==> config.mk <==
export PLATFORM = sky130hd
export DESIGN_NAME = seg_scan_mux_flat
export DESIGN_NICKNAME = d
export VERILOG_FILES = /design/src/rtl/seg_scan_if.sv /design/src/rtl/seg_scan_mux.sv /design/src/flat_wrapper.sv
export SDC_FILE = /design/constraint.sdc
export NUM_CORES = 1
export LEC_CHECK = 0
export CAP_MARGIN = 20
export CORE_MARGIN = 4
export CORE_UTILIZATION = 50
export CTS_CLUSTER_SIZE = 10
export DETAILED_ROUTE_END_ITERATION = 8
export PLACE_DENSITY = 0.8
export SYNTH_ARGS = -nofsm -noshare
export SYNTH_HDL_FRONTEND = slang
export SYNTH_SLANG_ARGS = --single-unit
==> constraint.sdc <==
create_clock -name clk -period 6.7 [get_ports clk]
set_clock_uncertainty 0.2 [all_clocks]
set_input_delay 0.67 -clock clk [delete_from_list [all_inputs] [get_ports clk]]
set_output_delay 0.67 -clock clk [all_outputs]
set_load 0.005 [all_outputs]
==> src/rtl/seg_scan_if.sv <==
// seg_scan_if - signal bundle between the time-keeping core / display pins
// and the seg_scan_mux display driver.
//   digits_in : packed 4-bit digit values, [3:0] = digit 0
//   left/right: one-cycle cursor move pulses
//   blink_en  : request blinking of the cursor digit (SEG_BLINK_EN builds)
//   cursor    : one-hot cursor, MSB = digit 0
//   seg_com   : one-hot common select, MSB = digit 0
//   seg_data  : {a,b,c,d,e,f,g,dp}, active-high
// master = digit source / stimulus side, slave = seg_scan_mux.
interface seg_scan_if #(
  parameter int NUM_DIGITS = 6
);
  logic [4*NUM_DIGITS-1:0] digits_in;
  logic                    left;
  logic                    right;
  logic                    blink_en;
  logic [NUM_DIGITS-1:0]   cursor;
  logic [NUM_DIGITS-1:0]   seg_com;
  logic [7:0]              seg_data;

  modport master (
    output digits_in, left, right, blink_en,
    input  cursor, seg_com, seg_data
  );

  modport slave (
    input  digits_in, left, right, blink_en,
    output cursor, seg_com, seg_data
  );
endinterface

==> src/rtl/seg_scan_mux.sv <==
// seg_scan_mux - N-digit multiplexed 7-segment driver with an edit cursor.
// Scans digits_in onto one shared segment bus, one digit per SCAN_DIV clocks,
// with a one-hot common select. A one-hot cursor moved by left/right pulses
// is shown on the decimal point of the digit it points at.
// Ports:
//   clk  : system clock
//   rst  : asynchronous, active-high reset
//   bus  : seg_scan_if.slave (digits_in, left, right, blink_en in;
//          cursor, seg_com, seg_data out)
// Optional feature macro: SEG_BLINK_EN
//   defined     -> cursor digit segments blink with half-period BLINK_DIV
//   not defined -> blink_en ignored, BLINK_DIV unused
module seg_scan_mux #(
  parameter int NUM_DIGITS = 6,
  parameter int SCAN_DIV   = 10000,
  parameter int BLINK_DIV  = 1500000
) (
  input logic       clk,
  input logic       rst,
  seg_scan_if.slave bus
);

  localparam int SW = $clog2(SCAN_DIV);
  localparam int IW = $clog2(NUM_DIGITS);
  localparam logic [NUM_DIGITS-1:0] FIRST_SEL = {1'b1, {(NUM_DIGITS-1){1'b0}}};

  logic [SW-1:0]         scan_cnt;
  logic [IW-1:0]         scan_idx;
  logic [IW-1:0]         next_idx;
  logic                  tick;
  logic [NUM_DIGITS-1:0] seg_com_q;
  logic [NUM_DIGITS-1:0] cursor_q;
  logic [7:0]            seg_data_q;
  logic [3:0]            cur_digit;
  logic [6:0]            seg7;
  logic                  cur_hit;
  logic                  mv_left;
  logic                  mv_right;
  logic                  blank;

  assign tick     = (scan_cnt == SW'(SCAN_DIV - 1));
  assign mv_right = bus.right & ~bus.left;
  assign mv_left  = bus.left & ~bus.right;

  // seg_data is loaded with the digit that will be selected after this edge,
  // so segments and common select switch together.
  always_comb begin
    next_idx = scan_idx;
    if (tick) begin
      next_idx = (scan_idx == IW'(NUM_DIGITS - 1)) ? '0 : scan_idx + 1'b1;
    end
  end

  assign cur_digit = bus.digits_in[next_idx*4 +: 4];
  assign cur_hit   = cursor_q[IW'(NUM_DIGITS - 1) - next_idx];

  always_comb begin
    case (cur_digit)
      4'h0:    seg7 = 7'b1111110;
      4'h1:    seg7 = 7'b0110000;
      4'h2:    seg7 = 7'b1101101;
      4'h3:    seg7 = 7'b1111001;
      4'h4:    seg7 = 7'b0110011;
      4'h5:    seg7 = 7'b1011011;
      4'h6:    seg7 = 7'b1011111;
      4'h7:    seg7 = 7'b1110000;
      4'h8:    seg7 = 7'b1111111;
      4'h9:    seg7 = 7'b1111011;
      4'hA:    seg7 = 7'b1110111;
      4'hB:    seg7 = 7'b0011111;
      4'hC:    seg7 = 7'b1001110;
      4'hD:    seg7 = 7'b0111101;
      4'hE:    seg7 = 7'b1001111;
      4'hF:    seg7 = 7'b1000111;
      default: seg7 = 7'b0000000;
    endcase
  end

`ifdef SEG_BLINK_EN
  localparam int BW = (BLINK_DIV > 1) ? $clog2(BLINK_DIV) : 1;

  logic [BW-1:0] blink_cnt;
  logic          blink_ph;

  // A cursor move restarts the blink so the new digit shows immediately.
  always_ff @(posedge clk or posedge rst) begin
    if (rst) begin
      blink_cnt <= '0;
      blink_ph  <= 1'b0;
    end else if (mv_left || mv_right) begin
      blink_cnt <= '0;
      blink_ph  <= 1'b0;
    end else if (blink_cnt == BW'(BLINK_DIV - 1)) begin
      blink_cnt <= '0;
      blink_ph  <= ~blink_ph;
    end else begin
      blink_cnt <= blink_cnt + 1'b1;
    end
  end

  assign blank = bus.blink_en & blink_ph & cur_hit;
`else
  localparam int unused_blink_div = BLINK_DIV;
  logic unused_blink_en;

  assign unused_blink_en = bus.blink_en;
  assign blank           = 1'b0;
`endif

  always_ff @(posedge clk or posedge rst) begin
    if (rst) begin
      scan_cnt   <= '0;
      scan_idx   <= '0;
      seg_com_q  <= FIRST_SEL;
      cursor_q   <= FIRST_SEL;
      seg_data_q <= 8'h00;
    end else begin
      scan_cnt   <= tick ? '0 : scan_cnt + 1'b1;
      scan_idx   <= next_idx;
      if (tick) begin
        seg_com_q <= {seg_com_q[0], seg_com_q[NUM_DIGITS-1:1]};
      end
      if (mv_right) begin
        cursor_q <= {cursor_q[NUM_DIGITS-2:0], cursor_q[NUM_DIGITS-1]};
      end else if (mv_left) begin
        cursor_q <= {cursor_q[0], cursor_q[NUM_DIGITS-1:1]};
      end
      seg_data_q <= {(blank ? 7'b0000000 : seg7), cur_hit};
    end
  end

  assign bus.seg_com  = seg_com_q;
  assign bus.cursor   = cursor_q;
  assign bus.seg_data = seg_data_q;

endmodule

==> src/flat_wrapper.sv <==
// flat-port wrapper written by rule: the top's interface ports become plain ports
module seg_scan_mux_flat 
#(
  parameter int NUM_DIGITS = 6,
  parameter int SCAN_DIV   = 10000,
  parameter int BLINK_DIV  = 1500000
)
  (clk, rst, bus_digits_in, bus_left, bus_right, bus_blink_en, bus_cursor, bus_seg_com, bus_seg_data);
  seg_scan_if #(.NUM_DIGITS(NUM_DIGITS)) bus_i ();
  input logic clk;
  input logic rst;
  input wire logic [$bits(bus_i.digits_in)-1:0] bus_digits_in;
  input wire logic [$bits(bus_i.left)-1:0] bus_left;
  input wire logic [$bits(bus_i.right)-1:0] bus_right;
  input wire logic [$bits(bus_i.blink_en)-1:0] bus_blink_en;
  output wire logic [$bits(bus_i.cursor)-1:0] bus_cursor;
  output wire logic [$bits(bus_i.seg_com)-1:0] bus_seg_com;
  output wire logic [$bits(bus_i.seg_data)-1:0] bus_seg_data;
  assign bus_i.digits_in = bus_digits_in;
  assign bus_i.left = bus_left;
  assign bus_i.right = bus_right;
  assign bus_i.blink_en = bus_blink_en;
  assign bus_cursor = bus_i.cursor;
  assign bus_seg_com = bus_i.seg_com;
  assign bus_seg_data = bus_i.seg_data;
  seg_scan_mux #(.NUM_DIGITS(NUM_DIGITS), .SCAN_DIV(SCAN_DIV), .BLINK_DIV(BLINK_DIV)) u_core (.clk(clk), .rst(rst), .bus(bus_i));
endmodule
# Yosys cells after proc, flatten, opt, wreduce, memory -nomap -nowiden
# Memories as Yosys holds them, arrays and structs flattened. A register that Yosys moved wholly into a read port is not among the register bits.
# Index checks and enable logic that the tools add are counted.
dict set report word_totals {
  n_memories 1
  output_inout_bits 20
  reg_bits 37
  mem_bits_ro 112
  elab_cells 25
}
dict set report op_classes {
  shifts 1
  addsub 3
  bitwise_logic 4
  eq_ne 2
  mux 7
  magnitude_cmp 1
  reduce_logical 1
}
# memory words word_bits read_ports rd_ports_with_merged_regs write_ports line_no
set mem_list {}
lappend mem_list {{(no name shown)} 16 7 1 1 0 seg_scan_mux.sv:58} ;# case (cur_digit)
# cell n
set ops {}
lappend ops {{variable part select 24 x 6 -> 4 bit} 1}
lappend ops {{adder 14 x 1 -> 14 bit (second input constant)} 1}
lappend ops {{== test 14 bit (second input constant)} 1}
lappend ops {{2-to-1 mux 14 bit} 1}
lappend ops {{2-to-1 mux 6 bit} 2}
lappend ops {{2-to-1 mux 3 bit} 2}
lappend ops {{less-than comparator 3 x 4 -> 1 bit (second input constant)} 1}
lappend ops {{adder 3 x 1 -> 3 bit (second input constant)} 1}
lappend ops {{binary-select mux 1 bit (select 3 bit)} 1}
lappend ops {{== test 3 bit (second input constant)} 1}
lappend ops {{subtractor 3 bit (first input constant)} 1}
lappend ops {{AND 1 bit} 2}
lappend ops {{inverter 1 bit} 2}
lappend ops {{nonzero test 2 bit} 1}
lappend ops {{2-to-1 mux 1 bit} 1}

# Depth between registers and ports, before layout
# Gate-level depths: netlist (run 1).
dict set report logic_depth {
  ltp_word 6
  mapped_depth 13
}

# Least setup slack after synthesis (run 1)
# No wires, ideal clock.
dict set report synth_path {
  kind {reg2reg}
  startpoint {register u_core.scan_cnt[6]}
  endpoint {register u_core.seg_data_q[4] (netlist: u_core.bus.seg_data[4])}
  stages_incl_launch_ff 13
  path_buffers 1
  arrival_ns 3.532
  slack_ns 2.903
  synth_period_minus_slack_ns 3.797
  cell_sequence {dfrtp_1 -> or4b_4 -> nor4_4 -> xnor2_1 -> buf_4 -> mux2i_1 -> nor3_1 -> nor3_1 -> inv_1 -> ha_1 -> inv_1 -> mux4_2 -> inv_1}
}
dict set report synth_via {
  elab_chain_cells 3
}
# item line_no
set synth_lines {}
lappend synth_lines {{start: declaration} seg_scan_mux.sv:27} ;# logic [SW-1:0] scan_cnt;
lappend synth_lines {{start signal: assignment} seg_scan_mux.sv:118} ;# scan_cnt <= tick ? '0 : scan_cnt + 1'b1;
lappend synth_lines {{== test 14 bit} seg_scan_mux.sv:41} ;# assign tick = (scan_cnt == SW'(SCAN_DIV - 1));
lappend synth_lines {{2-to-1 mux 3 bit} seg_scan_mux.sv:49} ;# if (tick) begin
lappend synth_lines {{variable part select 24 x 6 -> 4 bit} seg_scan_mux.sv:54} ;# assign cur_digit = bus.digits_in[next_idx*4 +: 4];
lappend synth_lines {{end: declaration} seg_scan_mux.sv:33} ;# logic [7:0] seg_data_q;
# Every way passes these cells.
# A chain may end at the register's enable or synchronous reset.

# Final worst setup path (run 1)
# Ends and elaborated chain as after synthesis.

==> results.json, run 1 <==
{
  "start_kind": "flip-flop",
  "cts_buffers": 5,
  "nets": 273,
  "insertion_delay_ns": 0.29,
  "finalCriticalPeriod_ns": 4.57,
  "fmax_ghz": 0.219,
  "clk_pin_slew_ns": 0.07,
  "final_cell_mix": "clkdlybuf4s50_1 (47), dfrtp_1 (35), mux2i_1 (21)",
  "wl_mm": 4.29,
  "synth_edf_count": 0,
  "worst-setup-path-type": "reg2reg",
  "clock-root-buffer": "clkbuf_8",
  "seq_area_um2": 928,
  "drtPass1Iterations": 4,
  "die_w_um": 71.9,
  "critPathMaxFanout": 15,
  "synthArstFlopShare_pct": 100,
  "slew_viol_final": 0,
  "cts_hold_buf": 0,
  "h-tree-depth": 2,
  "vias": 1512,
  "dp_hpwl_mm": 3.16,
  "leakage_nw": 1.19,
  "synth_top_cell_by_area": "dfrtp_1",
  "hp-class": "reg2reg",
  "pwr_density_cell_nw_per_um2": 166,
  "netlist_instances": 185,
  "hold_viol": 0,
  "grt_pass1_wl_mm": 7.40,
  "vias_per_cell": 5.34,
  "path_cells": "or4b_4, nor4_4, xnor2_1, buf_4, mux2i_1, nor3_1, nor3_1, inv_1, ha_1, inv_1, mux4_2, inv_1",
  "ant_nets": 0,
  "ir_drop_mv": 0.0890,
  "tns_ns": 0,
  "relSlewSlack_pct": 43.4,
  "place_worst_setup_slack_ns": 2.15,
  "synth-main-ff-cell": "dfrtp_1",
  "cp_common_cell": "inv_1",
  "multi_input_area_um2": 1050,
  "antenna_found_initial": 0,
  "rsz0062_at_grt": "no",
  "synth_area_leaders": "dfrtp_1 (43%), mux2i_1 (10%), ha_1 (5.5%), xnor2_1 (3.4%), mux2_2 (3.3%)",
  "start_util_pct": 53.8,
  "grt_max_degree": 38,
  "grt.overflow.total": 0,
  "ios": 49,
  "drtIter0Drc": 62,
  "synthToLayoutAreaGrowth_pct": 29.7,
  "cp.arrival_ns": 4.60,
  "n_antenna_cell": 0,
  "critPathMaxStageDelay_ns": 0.77,
  "cts_tree": "done",
  "die_area_um2": 5180,
  "cpMaxStageDelayCell": "nor4_4",
  "cp-end-kind": "flip-flop",
  "finalCritPeriodShare_pct": 68.1,
  "gp_congestion": 0.917,
  "ys_warn_count": 0,
  "cts_max_path_buffers": 2,
  "final_common_cell": "clkdlybuf4s50_1",
  "fill_cells": 296,
  "post_cts_buffers": 0,
  "avgSynthCellArea_um2": 11.1,
  "clkSinkCount": 37,
  "setup_viol": 0,
  "synth-seq-cells": 37,
  "core_area_um2": 3800,
  "yosys.area.top_type_share_pct": 42.8,
  "ctsResizeCount": 0,
  "final_layout_size_suffix_gt1_share_pct": 11.9,
  "grt_pass1_vias": 1565,
  "die_h_um": 71.9,
  "cap_violations": 0,
  "drt-wirelength-per-cell_um": 15.2,
  "syn-num-nets": 223,
  "setup_slack_ns": 2.13,
  "cp.required_ns": 6.73,
  "tightest_slew_ns": 0.842,
  "netlist_area_um2": 2040,
  "synth-seq-area-share_pct": 45.4,
  "ys_types": 42,
  "rows": 22,
  "drc": 0,
  "status": "finished, final reports clean",
  "io_buffers": 47,
  "grt_usage_pct": 18.6
}
metrics by stage:
stage	hold slack (ns)	area (µm²)	utilization, %	instances	power [W]
after floorplan	0.247	2040	-	185	0.000256
after global placement	0.277	2560	67.5	276	0.000285
after detailed placement	0.291	2560	67.5	276	0.000285
after CTS	0.301	2650	69.8	283	0.000442
after global routing	0.328	2650	69.8	283	0.000456
final	0.294	2650	69.8	283	0.000439
power breakdown:
part           internal, W  leakage [nW]  switching, W
clock            0.0000812        0.0433     0.0000775
combinational    0.0000306         0.677     0.0000216
sequential        0.000227         0.472    0.00000107
total             0.000339          1.19      0.000100
cell type report:
| cell class | instances | share of cell area, % |
|---|---|---|
| Multi-Input combinational cell | 132 | 39.6 |
| Sequential cell | 37 | 35.0 |
| Timing Repair Buffer | 49 | 18.3 |
| Clock buffer | 6 | 3.11 |
| Tap cell | 48 | 2.26 |
| Inverter | 10 | 1.42 |
| Clock inverter | 1 | 0.283 |
cells in the mapped netlist, types with 2 or more instances:
cell / number
and3_1: 3
clkbuf_1: 3
dfrtp_1: 35
dfstp_2: 2
ha_1: 9
inv_1: 9
mux2_2: 6
mux2i_1: 21
mux4_2: 2
nand2_1: 14
nand3_1: 7
nand4_1: 2
nor2_1: 15
nor2b_1: 2
nor3_1: 6
nor3b_1: 2
o21ai_0: 7
o221a_2: 2
or3_1: 3
xnor2_1: 8
xor2_1: 6
final timing paths:
path / startpoint / endpoint / slack, ns / cells past startpoint
worst max-delay path: u_core.scan_cnt[6] / u_core.bus.seg_data[4] / 2.13 / 12
worst min-delay path: u_core.scan_cnt[0] / u_core.scan_cnt[0] / 0.29 / 1
worst max register to register: u_core.scan_cnt[6] / u_core.bus.seg_data[4] / 2.13 / 12
worst min register to register: u_core.scan_cnt[0] / u_core.scan_cnt[0] / 0.29 / 1
max in group asynchronous: rst / u_core.bus.seg_com[5] / 5.37 / 3
min in group asynchronous: rst / u_core.bus.cursor[0] / 0.58 / 3
worst max-delay path: cells and delay by family (launching register included):
kind                     cells  cell delay (ns)
buffers and inverters        4             0.53
XOR/XNOR                     1             0.19
adder cells (fa/ha/maj)      1             0.35
AND/OR/NAND/NOR              4             2.13
flip-flops                   1             0.44
multiplexers                 2             0.66
sequential cells by signal, summed over array words and instances, names as in the netlist:
name,flops
u_core.scan_idx,3
u_core.bus.seg_data,8
u_core.bus.seg_com,6
u_core.bus.cursor,6
u_core.scan_cnt,14
cell families (layout without fill, tap and decap cells):
logic type      after synthesis  in the layout  synth area share [%]
compound gates               18             18                  7.10
simple gates                 61             61                  16.3
buf+inv                      16             66                  3.18
mux                          30             30                  16.5
xor+xnor                     14             14                  6.00
fa+ha+maj                     9              9                  5.51
flops                        37             37                  45.4
per-layer routing:
layer  GRT usage [%]  share of wire [%]  vias to the layer above
met1            24.7                 45                      713
met2            28.6                 47                       42
met3            5.96                5.6                        7
met4            6.47                1.8                        0
li1                -                  -                      750
met5               0                  0                        -
(Power assumes the default switching activity.)
==> inputs of run 2 (changes only) <==
--- a/config.mk
+++ b/config.mk
@@ -7,10 +7,10 @@
 export LEC_CHECK = 0
 export CAP_MARGIN = 20
 export CORE_MARGIN = 4
-export CORE_UTILIZATION = 50
+export CORE_UTILIZATION = 45
 export CTS_CLUSTER_SIZE = 10
 export DETAILED_ROUTE_END_ITERATION = 8
-export PLACE_DENSITY = 0.8
+export PLACE_DENSITY = 0.76
 export SYNTH_ARGS = -nofsm -noshare
 export SYNTH_HDL_FRONTEND = slang
 export SYNTH_SLANG_ARGS = --single-unit
==> constraint.sdc (replaced) <==
create_clock -name clk -period 4 [get_ports clk]
set_clock_uncertainty 0.2 [all_clocks]
set_input_delay 0.4 -clock clk [delete_from_list [all_inputs] [get_ports clk]]
set_output_delay 0.4 -clock clk [all_outputs]
set_load 0.005 [all_outputs]
==> run 2 against run 1 <==
  * Largest power group unchanged
  * Cell count increased by 3.2%
  * Final area up 1.9%
  * Worst hold slack got worse by 0.12 ns
  * Power up 68%
  * Critical path type unchanged
  * Via count up 1.1%
  * Maximum frequency up 24%
  * Critical endpoint unchanged
  * Sequential power rose by 67%
==> results.json, run 2 (synthesis gave the netlist of run 1 again) <==
{
  "status": "finished, final reports clean",
  "place_area_um2": 2600,
  "die_w_um": 75.4,
  "cp-end-kind": "flip-flop",
  "final_design_area_no_fill_um2": 2700,
  "start_util_pct": 46.6,
  "cts_tree": "done",
  "hp-class": "in2async",
  "critPathMaxFanout": 5,
  "path_delay_family": "simple AND/OR/NAND/NOR gates",
  "ant_nets": 0,
  "leakage_nw": 1.23,
  "vias_per_cell": 5.24,
  "multi_input_area_um2": 1070,
  "power_w": 0.000736,
  "clk_pin_slew_ns": 0.08,
  "critPathMaxStageDelay_ns": 0.60,
  "grt_pass1_wl_mm": 7.14,
  "gp_congestion": 0.772,
  "path_cells": "or4b_4, nor4_4, xnor2_1, mux2i_1, nor3_1, nor3_1, inv_1, ha_1, inv_1, mux4_2, inv_1",
  "ir_drop_mv": 0.155,
  "tightest_slew_ns": 0.678,
  "antenna_found_initial": 0,
  "fill_cells": 357,
  "rows": 24,
  "grt_pass1_vias": 1579,
  "finalCriticalPeriod_ns": 3.67,
  "vias": 1529,
  "seq_area_um2": 928,
  "hold_viol": 0,
  "insertion_delay_ns": 0.29,
  "largest_reg_flops": 14,
  "final_cell_mix": "clkdlybuf4s50_1 (47), dfrtp_1 (35), mux2i_1 (21)",
  "dp_hpwl_mm": 3.18,
  "clock-root-buffer": "clkbuf_8",
  "final_common_cell": "clkdlybuf4s50_1",
  "grt_max_degree": 29,
  "cp_common_cell": "inv_1",
  "utilization_pct": 61.6,
  "fmax_ghz": 0.272,
  "drt-wirelength-per-cell_um": 14.1,
  "h-tree-depth": 2,
  "setup_viol": 0,
  "cp.arrival_ns": 3.71,
  "drc": 0,
  "cts_max_path_buffers": 2,
  "rsz0062_at_grt": "no",
  "drtPass1Iterations": 4,
  "dp.cells": 284,
  "reg2reg_slack_ns": 0.33,
  "nets": 277,
  "grt_usage_pct": 16.5,
  "cp.required_ns": 4.04,
  "relSlewSlack_pct": 54.5,
  "cpMaxStageDelayCell": "or4b_4",
  "cts_buffers": 5,
  "final_layout_size_suffix_gt1_share_pct": 14.2,
  "start_kind": "flip-flop",
  "ios": 49,
  "core_area_um2": 4380,
  "ctsResizeCount": 0,
  "io_buffers": 47,
  "post_cts_buffers": 0,
  "synthToLayoutAreaGrowth_pct": 32.2,
  "slew_viol_final": 0,
  "n_antenna_cell": 0,
  "drtIter0Drc": 76,
  "crit_buf_inv": 3,
  "worst-setup-path-type": "reg2reg",
  "cap_violations": 0,
  "pwr_density_cell_nw_per_um2": 272,
  "fin_cells": 292,
  "grt.overflow.total": 0,
  "cts_hold_buf": 0,
  "finalCritPeriodShare_pct": 91.8,
  "tns_ns": 0,
  "die_h_um": 75.4,
  "wl_mm": 4.12,
  "die_area_um2": 5690,
  "clkSinkCount": 37,
  "top_register": "u_core.scan_cnt"
}
[run 2: cell count changes in the layout (fill, tap and decap cells not counted), sizes merged]
| cell | previous run | this run |
|---|---|---|
| inv | 10 | 11 |
| clkbuf | 6 | 5 |
| clkinv | 0 | 1 |
| buf | 2 | 6 |
[run 2: path summary, 6_finish.rpt]
path | cells past startpoint | to | from
worst max-delay path | 11 | u_core.bus.seg_data[4] | u_core.scan_cnt[6]
worst min-delay path | 2 | u_core.bus.seg_data[5] | rst
worst max register to register | 11 | u_core.bus.seg_data[4] | u_core.scan_cnt[6]
worst min register to register | 1 | u_core.scan_cnt[0] | u_core.scan_cnt[0]
max in group asynchronous | 3 | u_core.bus.seg_com[5] | rst
min in group clk | 1 | u_core.scan_cnt[0] | u_core.scan_cnt[0]
[run 2: worst reg2reg max path, cell delays in order (launching register included)]
cell     delay, ns
dfrtp_1       0.44
or4b_4        0.60
nor4_4        0.31
xnor2_1       0.36
mux2i_1       0.26
nor3_1        0.08
nor3_1        0.36
inv_1         0.15
ha_1          0.32
inv_1         0.04
mux4_2        0.45
inv_1         0.06
[run 2: per-stage QoR]
stage	setup slack, ns	hold WS, ns
floorplan	0.203	0.247
global placement	0.282	0.273
detailed placement	0.234	0.271
CTS	0.196	0.179
global route	0.0846	0.201
finish	0.329	0.176
[run 2: cell type report]
cell class	count	area share, %
Clock buffer	5	2.55
Multi-Input combinational cell	132	39.4
Timing Repair Buffer	53	19.1
Inverter	10	1.39
Sequential cell	37	34.4
Clock inverter	3	0.787
Tap cell	52	2.41
[run 2: per-layer routing]
metal	vias to the layer above	track usage (%)	routed length, µm
met5	-	0	0
met4	0	4.66	49
met3	5	5.15	213
met2	29	27.4	2060
met1	733	20.8	1800
li1	762	-	-
[run 2: report_power, final]
part,internal (W),switching (W)
Sequential,0.000380,0.00000147
Combinational,0.0000521,0.0000362
Clock,0.000124,0.000143
Total,0.000556,0.000181
==> RTL change 1: new RTL, settings of run 2 <==
Build with the macro `SEG_BLINK_EN` defined.
--- a/src/rtl/seg_scan_mux.sv
+++ b/src/rtl/seg_scan_mux.sv
@@ -10,6 +10,8 @@
 // Optional feature macro: SEG_BLINK_EN
 //   defined     -> cursor digit segments blink with half-period BLINK_DIV
 //   not defined -> blink_en ignored, BLINK_DIV unused
+`define SEG_BLINK_EN
+
 module seg_scan_mux #(
   parameter int NUM_DIGITS = 6,
   parameter int SCAN_DIV   = 10000,
Check against the original RTL: no difference found for any inputs over 10 cycles, from zero or initial values and one cycle with rst high; that may be too few to reach the edited logic, so the function may still have changed.
==> RTL change 1 against run 2 <==
  * Worst hold slack improved by 0.085 ns
  * Count of clock-buffer cells in the layout grew 6
  * Routed wire length grew 85%
  * Setup slack better by 0.10 ns
  * Synthesized area up 72%
  * Cell area grew 55%
  * Power grew 66%
  * Sequential cell count up 22
  * Global-route usage is 1.3 points higher
  * Largest cell class unchanged
==> RTL change 1: results (changes against run 2) <==
sequential-to-total area share from yosys stat: 42.08% (-3.3 points)
Hold/Removal Path Class: reg2reg
Syn Nets: 412 (+85%)
Sequential Area: 0.001479 mm^2 (+59%)
vias in the first global route: 2,731 (+73%)
Seq pwr share: 50.2% (-1.6 points)
Non-clk invs: 15 (+5)
largest cells by area after synthesis: dfrtp_1 41%, mux2i_1 6.0%, nor2_1 5.8%, nand2_1 4.9%, xnor2_1 4.0%
Non-CTS buffers: 50 (-5.7%)
WL final: 7609 um (+85%)
measured slew at the worst slew-check pin: 0.8904 ns (+0.2121 ns)
synthesized instance count: 374 (+100%)
first-pass GRT wire length: 12,800 um (+79%)
Pleak: 1.795 nW (+46%)
Layout Cells excl Fill: 521 (+78%)
fin nets: 456 (+65%)
Placed Instances: 506 (+78%)
Clock-cell share: 4.251% (+0.92 points)
total power: 1.223 mW (+66%)
Critical Path AT: 3.62 ns (-0.09 ns)
largest net degree at the start of global routing: 44 (+52%)
status: completed
area share of buffers outside the clock network: 11.86% (-7.2 points)
share of cells above drive strength 1: 9.479% (-4.7 points)
via-per-instance ratio: 5.395 (+3.0%)
peak supply drop: 0.0001716 V (+11%)
Detail Placement HPWL: 5464 um (+72%)
final core occ: 56.41% (-5.2 points)
number of distinct library cells after synthesis: 59 (+40%)
Fill cells: 665 (+86%)
All-Layer GR Usage: 17.77% (+1.3 points)
R2R setup slack: 0.43 ns (+0.10 ns)
multi-input logic portion of the cell area: 44.16% (+4.7 points)
switching pwr: 0.3005 mW (+66%)
# H-tree levels: 3 (+1)
area post-placement: 0.004001 mm^2 (+54%)
clk_buf instances: 11 (+6)
combinational share of power: 9.9% (-2.1 points)
Starting DRT DRC Count: 151 (+99%)
Clk Latency, worst-skew pair: 0.34 ns (+0.05 ns)
CTS buffer count: 9 (+4)
==> RTL change 1: cell types whose count changed after synthesis, moves of 4 or more <==
cell      change
buf_6         +5
nand4_1       +8
dfrtp_1      +22
o21ai_0       +6
a21oi_1       +9
mux2_2        -4
xnor2_1       +8
nand3_1       +6
inv_1         +5
xor2_1        +9
nand2_1      +32
nor2_1       +39
nand2b_1      +4
==> RTL change 1: worst max-delay path by stage <==
stage                                  start                     end  slack [ns]  cells after the start
after detailed placement  u_core.scan_cnt[5]  u_core.bus.seg_data[5]        0.49                      9
final                     u_core.scan_cnt[0]  u_core.bus.seg_data[3]        0.43                     12
after global placement    u_core.scan_cnt[6]  u_core.bus.seg_data[5]        0.60                      7
after floorplan           u_core.scan_cnt[7]  u_core.bus.seg_data[3]        0.78                     12
after global routing      u_core.scan_cnt[5]  u_core.bus.seg_data[2]        0.11                     11
after CTS                 u_core.scan_cnt[5]  u_core.bus.seg_data[5]        0.47                      9
==> RTL change 1: critical path: stages (launching register included) <==
cell and delay, ns:
dfrtp_1 0.37, ha_1 0.21, and3_1 0.23, nand4_1 0.58, a221oi_1 0.48, a21oi_1 0.07
o2bb2ai_1 0.19, a211oi_4 0.34, inv_1 0.11, ha_1 0.28, nor2_1 0.14, a21oi_1 0.05
a211oi_1 0.23
==> RTL change 1: cell families after synthesis <==
family                   share of synthesized area [%]
AND/OR/NAND/NOR                                  23.78
flip-flops                                       42.08
AO/OA/AOI/OAI                                    10.93
buffers and inverters                            5.660
XOR/XNOR                                         7.725
multiplexers                                     6.621
adder cells (fa/ha/maj)                          3.204
==> RTL change 1: routing by layer <==
layer,wire length (um),vias to the layer above,track usage [%]
met5,0,-,0
met4,135,0,8.762
li1,-,1385,-
met1,3453,1334,23.18
met2,3477,80,27.60
met3,542,12,4.338
==> RTL change 2: new RTL, config.mk and constraints of run 2 <==
Made on the original files. Take the reset off `seg_data_q` and load it in a clocked block of its own.
--- a/src/rtl/seg_scan_mux.sv
+++ b/src/rtl/seg_scan_mux.sv
@@ -113,7 +113,6 @@
       scan_idx   <= '0;
       seg_com_q  <= FIRST_SEL;
       cursor_q   <= FIRST_SEL;
-      seg_data_q <= 8'h00;
     end else begin
       scan_cnt   <= tick ? '0 : scan_cnt + 1'b1;
       scan_idx   <= next_idx;
@@ -125,8 +124,11 @@
       end else if (mv_left) begin
         cursor_q <= {cursor_q[0], cursor_q[NUM_DIGITS-1:1]};
       end
-      seg_data_q <= {(blank ? 7'b0000000 : seg7), cur_hit};
     end
+  end
+
+  always_ff @(posedge clk) begin
+    seg_data_q <= {(blank ? 7'b0000000 : seg7), cur_hit};
   end
 
   assign bus.seg_com  = seg_com_q;
Function: changed (Yosys sat finds a counterexample within 4 cycles, from zero or initial values and one cycle with rst high).
==> RTL change 2 against run 2 <==
  * Cell area down 0.56%
  * Setup slack worse by 0.031 ns
  * Sequential cell count unchanged
  * Combinational power down 2%
  * Die area down 1.8%
  * Routed wire length down 0.53%
  * Synthesized cell count unchanged
  * Global-route usage down 1.0 points
  * Fmax down 0.83%
  * Synthesized area down 2.0%
  * Power up 5.5%
  * Largest cell class unchanged
  * Largest power group unchanged
==> RTL change 2: results (changes against run 2) <==
# H-tree levels: 2 (unchanged)
critical path peak fanout: 10 (+5)
Post-CTS Setup Inserts: 0 (unchanged)
GPL Wtd Cong: 0.7667 (-0.69%)
most flop-heavy register: u_core.scan_cnt
CTS buffer count: 5 (unchanged)
Detail Placement HPWL: 3016 um (-5.1%)
Slowest-stage cell, CP: or4b_4
post-CTS sizing: 0 (unchanged)
clk root buf: clkbuf_8
All-Layer GR Usage: 15.46% (-1.0 points)
share of cells above drive strength 1: 13.75% (-0.42 points)
max reg flops: 14 (unchanged)
cell family with most CP delay: simple AND/OR/NAND/NOR gates
Yosys warning total: 0 (unchanged)
Pre-Repair DR Iteration Count: 4 (unchanged)
n_diodes: 0 (unchanged)
Setup WS pre-CTS: 0.1588 ns (-0.07509 ns)
wire per inst: 14.04 um (-0.53%)
Worst-path clk slew: 0.07 ns
Clk Latency, worst-skew pair: 0.28 ns
first-pass GRT wire length: 6672 um (-6.6%)
Hold/Removal Path Class: in2async
sequential-to-total area share from yosys stat: 44.32% (-1.1 points)
PortBufs: 47 (unchanged)
R2R depth: 10 (-1)
Worst Setup Path Type: reg2reg
Fill cells: 369 (+3.4%)
worst rel slew slack: 63.77% (+9.3 points)
Syn Nets: 223 (unchanged)
initial antenna violation count: 0 (unchanged)
syn avg cell area: 10.83 um^2 (-2.0%)
Pleak: 1.218 nW (-0.95%)
fin nets: 277 (unchanged)
number of distinct library cells after synthesis: 43 (+2.4%)
slowest stage delay, CP: 0.60 ns (about the same)
R2R setup slack: 0.30 ns (-0.03 ns)
largest cells by area after synthesis: dfrtp_1 34%, mux2i_1 10%, dfxtp_1 8.0%, ha_1 5.6%, xnor2_1 3.5%
Layout Cells excl Fill: 292 (unchanged)
status: completed
Critical Path AT: 3.74 ns (+0.03 ns)
Starting DRT DRC Count: 69 (-9.2%)
fin crit share: 92.55% (+0.77 points)
via-per-instance ratio: 5.295 (+1.1%)
r2r endpoint: u_core.bus.seg_data[4]
largest net degree at the start of global routing: 30 (+3.4%)
Synth async-reset ratio: 78.38% (-22 points)
Post-synth top cells: 27 x dfrtp_1, 21 x mux2i_1, 15 x nor2_1, 14 x nand2_1
vias in the first global route: 1,515 (-4.1%)
Worst Setup SP: u_core.scan_cnt[6]
peak supply drop: 0.0001967 V (+27%)
CTS Buffer Depth: 2 (unchanged)
## RTL change 2: cell count changes after synthesis
| cell | before | now |
|---|---|---|
| dfxtp_1 | 0 | 8 |
| dfrtp_1 | 35 | 27 |
## RTL change 2: layer usage
layer	vias up	GRT usage, %	part of all wire (%)
met4	0	5.731	1.1
met3	4	5.207	7.1
li1	761	-	-
met1	740	21.43	46
met2	41	22.54	45
met5	-	0	0
## RTL change 2: cells by family after synthesis
| logic type | count (synthesis) | share of synthesized area, % |
|---|---|---|
| AO/OA/AOI/OAI | 18 | 7.241 |
| XOR/XNOR | 14 | 6.117 |
| adder cells (fa/ha/maj) | 9 | 5.618 |
| buffers and inverters | 16 | 3.245 |
| flip-flops | 37 | 44.32 |
| multiplexers | 30 | 16.79 |
| AND/OR/NAND/NOR | 61 | 16.67 |
## RTL change 2: final cells by class
class	instances	area (um^2)	share of cell area, %
Clock buffer	5	68.82	2.561
Sequential cell	37	888.4	33.05
Tap cell	52	65.06	2.421
Clock inverter	3	41.29	1.536
Timing Repair Buffer	53	523.0	19.46
Inverter	10	37.54	1.397
Multi-Input combinational cell	132	1064	39.57
## RTL change 2: metrics by stage
step	power [mW]	cell area [um^2]	util (%)	hold slack, ns
3_3_place_gp	0.4729	2550	58.97	0.2732
5_1_grt	0.8146	2688	62.15	0.3084
6_report	0.7769	2688	62.15	0.2572
4_1_cts	0.7860	2660	61.52	0.2927
3_5_place_dp	0.4740	2550	58.97	0.2823
2_1_floorplan	0.4269	2004	-	0.2473
## RTL change 2: report_power, final
group          total, mW  switching, mW  internal [mW]
clock              0.309          0.126          0.183
combinational     0.0868         0.0342         0.0526
sequential         0.381        0.00130          0.379
